`src/rtl/mips_boot_ctrl_if.sv`:
```
// Host/core-facing signal bundle of the boot sequencer.
// master = sequencer side, slave = host/core/testbench side.
interface mips_boot_ctrl_if #(
   parameter int ADDR_W = 10,
   parameter int CNT_W  = 16
);
   logic              start;
   logic              prog_valid;
   logic [31:0]       prog_data;
   logic              prog_last;
   logic              prog_ready;
   logic              reg_we;
   logic [4:0]        reg_addr;
   logic [31:0]       reg_wdata;
   logic              mem_we;
   logic [ADDR_W-1:0] mem_addr;
   logic [31:0]       mem_wdata;
   logic              core_pc_clr;
   logic              core_run;
   logic              core_halted;
   logic              busy;
   logic              done;
   logic              timeout;
   logic              overflow;
   logic [CNT_W-1:0]  run_cycles;

   modport master (
      input  start, prog_valid, prog_data, prog_last, core_halted,
      output prog_ready, reg_we, reg_addr, reg_wdata, mem_we, mem_addr, mem_wdata,
             core_pc_clr, core_run, busy, done, timeout, overflow, run_cycles
   );

   modport slave (
      output start, prog_valid, prog_data, prog_last, core_halted,
      input  prog_ready, reg_we, reg_addr, reg_wdata, mem_we, mem_addr, mem_wdata,
             core_pc_clr, core_run, busy, done, timeout, overflow, run_cycles
   );
endinterface

```
`src/rtl/mips_boot_ctrl.sv`:
```
// Boot sequencer for the mips32 core: clears registers, loads the program image,
// clears PC/HALTED, runs the core and measures run length against a watchdog.
module mips_boot_ctrl #(
   parameter int ADDR_W  = 10,
   parameter int DEPTH   = 1024,
   parameter int NREG    = 32,
   parameter int CNT_W   = 16,
   parameter int TIMEOUT = 1000
) (
   input logic              clk1,
   input logic              rst_n,
   mips_boot_ctrl_if.master bus
);

   localparam logic [2:0] S_IDLE = 3'd0;
   localparam logic [2:0] S_CLR  = 3'd1;
   localparam logic [2:0] S_LOAD = 3'd2;
   localparam logic [2:0] S_PCLR = 3'd3;
   localparam logic [2:0] S_RUN  = 3'd4;
   localparam logic [2:0] S_DONE = 3'd5;

   logic [2:0]        state_q,     state_d;
   logic [4:0]        rcnt_q,      rcnt_d;
   logic [ADDR_W-1:0] wp_q,        wp_d;
   logic              mem_we_q,    mem_we_d;
   logic [ADDR_W-1:0] mem_addr_q,  mem_addr_d;
   logic [31:0]       mem_wdata_q, mem_wdata_d;
   logic              timeout_q,   timeout_d;
   logic              overflow_q,  overflow_d;
   logic [CNT_W-1:0]  cyc_q,       cyc_d;

   always_comb begin
      state_d     = state_q;
      rcnt_d      = rcnt_q;
      wp_d        = wp_q;
      mem_we_d    = 1'b0;
      mem_addr_d  = mem_addr_q;
      mem_wdata_d = mem_wdata_q;
      timeout_d   = timeout_q;
      overflow_d  = overflow_q;
      cyc_d       = cyc_q;
      case (state_q)
         S_IDLE, S_DONE: begin
            if (bus.start) begin
               state_d    = S_CLR;
               rcnt_d     = '0;
               timeout_d  = 1'b0;
               overflow_d = 1'b0;
               cyc_d      = '0;
            end
         end
         S_CLR: begin
            rcnt_d = rcnt_q + 5'd1;
            if (rcnt_q == 5'(NREG - 1)) begin
               state_d = S_LOAD;
               wp_d    = '0;
            end
         end
         S_LOAD: begin
            if (bus.prog_valid) begin
               mem_we_d    = 1'b1;
               mem_addr_d  = wp_q;
               mem_wdata_d = bus.prog_data;
               wp_d        = wp_q + ADDR_W'(1);
               if (bus.prog_last) begin
                  state_d = S_PCLR;
               end else if (wp_q == ADDR_W'(DEPTH - 1)) begin
                  overflow_d = 1'b1;
                  state_d    = S_DONE;
               end
            end
         end
         S_PCLR: state_d = S_RUN;
         S_RUN: begin
            if (cyc_q != '1) begin
               cyc_d = cyc_q + CNT_W'(1);
            end
            // The halting cycle is counted; halt takes priority over the watchdog.
            if (bus.core_halted) begin
               state_d = S_DONE;
            end else if (cyc_d == CNT_W'(TIMEOUT)) begin
               timeout_d = 1'b1;
               state_d   = S_DONE;
            end
         end
         default: state_d = S_IDLE;
      endcase
   end

   always_ff @(posedge clk1 or negedge rst_n) begin
      if (!rst_n) begin
         state_q     <= S_IDLE;
         rcnt_q      <= '0;
         wp_q        <= '0;
         mem_we_q    <= 1'b0;
         mem_addr_q  <= '0;
         mem_wdata_q <= '0;
         timeout_q   <= 1'b0;
         overflow_q  <= 1'b0;
         cyc_q       <= '0;
      end else begin
         state_q     <= state_d;
         rcnt_q      <= rcnt_d;
         wp_q        <= wp_d;
         mem_we_q    <= mem_we_d;
         mem_addr_q  <= mem_addr_d;
         mem_wdata_q <= mem_wdata_d;
         timeout_q   <= timeout_d;
         overflow_q  <= overflow_d;
         cyc_q       <= cyc_d;
      end
   end

   assign bus.prog_ready  = (state_q == S_LOAD);
   assign bus.reg_we      = (state_q == S_CLR);
   assign bus.reg_addr    = rcnt_q;
   assign bus.reg_wdata   = '0;
   assign bus.mem_we      = mem_we_q;
   assign bus.mem_addr    = mem_addr_q;
   assign bus.mem_wdata   = mem_wdata_q;
   assign bus.core_pc_clr = (state_q == S_PCLR);
   assign bus.core_run    = (state_q == S_RUN);
   assign bus.busy        = (state_q != S_IDLE) && (state_q != S_DONE);
   assign bus.done        = (state_q == S_DONE);
   assign bus.timeout     = timeout_q;
   assign bus.overflow    = overflow_q;
   assign bus.run_cycles  = cyc_q;

endmodule

```
`src/flat_wrapper.sv`:
```
// flat-port wrapper written by rule: the top's interface ports become plain ports
module mips_boot_ctrl_flat 
#(
   parameter int ADDR_W  = 10,
   parameter int DEPTH   = 1024,
   parameter int NREG    = 32,
   parameter int CNT_W   = 16,
   parameter int TIMEOUT = 1000
)
  (clk1, rst_n, bus_start, bus_prog_valid, bus_prog_data, bus_prog_last, bus_core_halted, bus_prog_ready, bus_reg_we, bus_reg_addr, bus_reg_wdata, bus_mem_we, bus_mem_addr, bus_mem_wdata, bus_core_pc_clr, bus_core_run, bus_busy, bus_done, bus_timeout, bus_overflow, bus_run_cycles);
  mips_boot_ctrl_if #(.ADDR_W(ADDR_W), .CNT_W(CNT_W)) bus_i ();
  input logic clk1;
  input logic rst_n;
  input wire logic [$bits(bus_i.start)-1:0] bus_start;
  input wire logic [$bits(bus_i.prog_valid)-1:0] bus_prog_valid;
  input wire logic [$bits(bus_i.prog_data)-1:0] bus_prog_data;
  input wire logic [$bits(bus_i.prog_last)-1:0] bus_prog_last;
  input wire logic [$bits(bus_i.core_halted)-1:0] bus_core_halted;
  output wire logic [$bits(bus_i.prog_ready)-1:0] bus_prog_ready;
  output wire logic [$bits(bus_i.reg_we)-1:0] bus_reg_we;
  output wire logic [$bits(bus_i.reg_addr)-1:0] bus_reg_addr;
  output wire logic [$bits(bus_i.reg_wdata)-1:0] bus_reg_wdata;
  output wire logic [$bits(bus_i.mem_we)-1:0] bus_mem_we;
  output wire logic [$bits(bus_i.mem_addr)-1:0] bus_mem_addr;
  output wire logic [$bits(bus_i.mem_wdata)-1:0] bus_mem_wdata;
  output wire logic [$bits(bus_i.core_pc_clr)-1:0] bus_core_pc_clr;
  output wire logic [$bits(bus_i.core_run)-1:0] bus_core_run;
  output wire logic [$bits(bus_i.busy)-1:0] bus_busy;
  output wire logic [$bits(bus_i.done)-1:0] bus_done;
  output wire logic [$bits(bus_i.timeout)-1:0] bus_timeout;
  output wire logic [$bits(bus_i.overflow)-1:0] bus_overflow;
  output wire logic [$bits(bus_i.run_cycles)-1:0] bus_run_cycles;
  assign bus_i.start = bus_start;
  assign bus_i.prog_valid = bus_prog_valid;
  assign bus_i.prog_data = bus_prog_data;
  assign bus_i.prog_last = bus_prog_last;
  assign bus_i.core_halted = bus_core_halted;
  assign bus_prog_ready = bus_i.prog_ready;
  assign bus_reg_we = bus_i.reg_we;
  assign bus_reg_addr = bus_i.reg_addr;
  assign bus_reg_wdata = bus_i.reg_wdata;
  assign bus_mem_we = bus_i.mem_we;
  assign bus_mem_addr = bus_i.mem_addr;
  assign bus_mem_wdata = bus_i.mem_wdata;
  assign bus_core_pc_clr = bus_i.core_pc_clr;
  assign bus_core_run = bus_i.core_run;
  assign bus_busy = bus_i.busy;
  assign bus_done = bus_i.done;
  assign bus_timeout = bus_i.timeout;
  assign bus_overflow = bus_i.overflow;
  assign bus_run_cycles = bus_i.run_cycles;
  mips_boot_ctrl #(.ADDR_W(ADDR_W), .DEPTH(DEPTH), .NREG(NREG), .CNT_W(CNT_W), .TIMEOUT(TIMEOUT)) u_core (.clk1(clk1), .rst_n(rst_n), .bus(bus_i));
endmodule
```
`config.mk`:
```
export PLATFORM = sky130hd
export DESIGN_NAME = mips_boot_ctrl_flat
export DESIGN_NICKNAME = d
export VERILOG_FILES = /design/src/rtl/mips_boot_ctrl_if.sv /design/src/rtl/mips_boot_ctrl.sv /design/src/flat_wrapper.sv
export SDC_FILE = /design/constraint.sdc
export NUM_CORES = 1
export LEC_CHECK = 0
export BUFFER_PORTS_ARGS = -buffer_cell sky130_fd_sc_hd__buf_2
export CORE_ASPECT_RATIO = 1.75
export CORE_UTILIZATION = 50
export CTS_BUF_LIST = sky130_fd_sc_hd__clkbuf_4 sky130_fd_sc_hd__clkbuf_8 sky130_fd_sc_hd__clkbuf_16
export DETAILED_ROUTE_END_ITERATION = 8
export PLACE_DENSITY = 0.85
export SLEW_MARGIN = 40
export SYNTH_ARGS = -nofsm -noshare
export SYNTH_HDL_FRONTEND = slang
export SYNTH_SLANG_ARGS = --single-unit
```
`constraint.sdc`:
```
create_clock -name clk1 -period 4.02 [get_ports clk1]
set_input_delay 0.603 -clock clk1 [delete_from_list [all_inputs] [get_ports clk1]]
set_output_delay 0.603 -clock clk1 [all_outputs]
set_load 0.03 [all_outputs]
```
==> metrics.csv <==
metric;value;unit
ys_warn_count;0;
setup_viol;0;
drt-initial-drc-count;222;
p_leak;2.64;nW
clock_path_buffers;2;
use_met3;5.42;%
synthMuxAreaShare;0.745;%
drt_wl_total;9100;µm
gr-usage-met1;23.9;%
path_buf_inv;2;
ys_seq_elements;79;
synth.area.top_cells;dfrtp_1 49%, nand2_1 15%, buf_4 6.1%;
root_buffer;clkbuf_16;
drc;0;
rows;43;
multiInputGateArea;1770;µm²
drtPass1Iterations;5;
relSlewSlack;42.5;%
avgSynthCellArea;8.62;µm²
grt_use_total;22.2;%
min_period;2660;ps
dp.cells;647;
async_flop_share;100;%
cts_max_level;3;
antenna_left;0;
rsz0062_at_grt;false;
initial_core_util;51.3;%
fin_nets;610;
clock_sinks;79;
setup_slack;1360;ps
grt_pass1_wl;14900;µm
synth_top_area_share;49.0;%
synth_commonest_cells;162 x nand2_1, 79 x dfrtp_1, 33 x buf_4;
finalNonFillerCells;663;
pre_cts_ws;1640;ps
num-fill-cells;706;
cts-hold-fix-buffers;0;
postCtsSetupRepairBufs;0;
yosysTopAreaCell;dfrtp_1;
grt.overflow.total;0;
place.gp.congestion;0.899;
grt_pass1_vias;3330;
synth_cells;468;
critPathLaunchType;flop;
io_buffers;109;
dieArea;8440;µm²
status;finished clean;
crit_fanout;15;
regArea;1980;µm²
yosys.area_share.simple;28.0;%
die_x;69.9;µm
die_y;121;µm
antenna_found_initial;0;
synthToLayoutAreaGrowth;19.3;%
cp-end-kind;output pin;
synth_xor_area_share;1.09;%
cts_buffers;9;
synth.most_common_cell;nand2_1;
crit_family;buffers and inverters;
ys_types;55;
wl_per_cell;13.7;µm
p_per_area;608;nW/µm²
cpMaxStageDelayCell;dfrtp_1;
core;7860;µm²
max_freq;375;MHz
placed_area;4470;µm²
holdWs;290;ps
drive_above_1_share;24.3;%
dp_hpwl;6680;µm
synth_adder_area_share;1.24;%
tns;0;ps
worst_pin_slew;855;ps
cts_tree;done;
drv_cap;0;
grt_max_degree;80;
utilization;61.2;%
synth_edf_count;0;
crit_chain;nor2_1, nand2_1, clkinv_1, buf_2;
min_path_type;input pin to async pin;
synth-compound-area-share;9.84;%
design_area;4810;µm²
crit_arrival;2060;ps
irDropWorstVdd;0.328;mV
p_total;2.92;mW
vias_per_cell;5.37;
use_met2;40.0;%
synthesis.area;4030;µm²
synth_top_flop_cell;dfrtp_1;
clkTransAtPathRegs;60;ps
seq_area_frac_synth;49.0;%
worstSetupPathType;flop to output pin;
hold_violations;0;
required;3420;ps
synth_top_family_by_area;simple AND/OR/NAND/NOR gates;
pin_count;142;
slew_viol_final;0;
slowest_delay;580;ps
cts_resized;0;
min_period_over_period;66.3;%
clkLatencyLatePin;330;ps
n_antenna_cell;0;
num_vias;3557;
fin_skew;7.69;ps
top_usage_layer;met2;
## state kept, by name, indices dropped and copies added (netlist names)
register / cells
u_core.bus.timeout: 1
u_core.bus.mem_addr: 10
u_core.bus.reg_addr: 5
u_core.wp_q: 10
u_core.bus.mem_we: 1
u_core.bus.run_cycles: 16
u_core.state_q: 3
u_core.bus.overflow: 1
u_core.bus.mem_wdata: 32
## power by group
part	switching (mW)	internal, mW	total (mW)
Sequential	0.220	0.936	1.16
Clock	0.314	0.608	0.922
Combinational	0.596	0.249	0.845
Total	1.13	1.79	2.92
## layout make-up
cell class                      count  area share [%]
Timing Repair Buffer              112            11.9
Clock buffer                        9            4.68
Multi-Input combinational cell    358            36.8
Clock inverter                      7            2.50
Inverter                            8           0.624
Sequential cell                    79            41.1
Tap cell                           90            2.34
## per-layer routing
metal  vias up  routed length [µm]  share of wire, %
met2       143                4920                54
met1      1679                3450                38
met4         0                 264               2.9
met3        26                 470               5.2
li1       1709                   -                 -
met5         -                   0                 0
## logic make-up after synthesis
| group | count (synthesis) |
|---|---|
| simple gates | 252 |
| fa+ha+maj | 4 |
| other cells | 1 |
| mux | 3 |
| buf+inv | 62 |
| xor+xnor | 5 |
| compound gates | 62 |
| flops | 79 |
## cell usage in the layout (no fill, tap or decap), drive strengths merged, types with 4 or more instances in the layout
cell type / Yosys / layout
a21oi: 10 / 10
a31oi: 7 / 7
and3: 6 / 6
buf: 44 / 112
clkbuf: 10 / 9
conb: 1 / 32
dfrtp: 79 / 79
ha: 4 / 4
inv: 7 / 8
nand2: 162 / 162
nand3: 21 / 21
nand4: 6 / 6
nor2: 29 / 29
nor3: 8 / 8
o21ai: 26 / 26
## path summary, 6_finish.rpt
kind	from	endpoint	slack, ps	cells past startpoint
worst max-delay path	u_core.state_q[1]	bus_core_run	1360	4
worst min-delay path	rst_n	u_core.bus.mem_wdata[20]	290	1
worst max register to register	u_core.bus.run_cycles[0]	u_core.state_q[0]	1610	7
worst min register to register	u_core.bus.mem_wdata[5]	u_core.bus.mem_wdata[5]	470	2
max in group asynchronous	rst_n	u_core.state_q[0]	3240	1
min in group clk1	bus_prog_data[17]	u_core.bus.mem_wdata[17]	460	3
No activity file was read; power rests on OpenSTA's default activity.
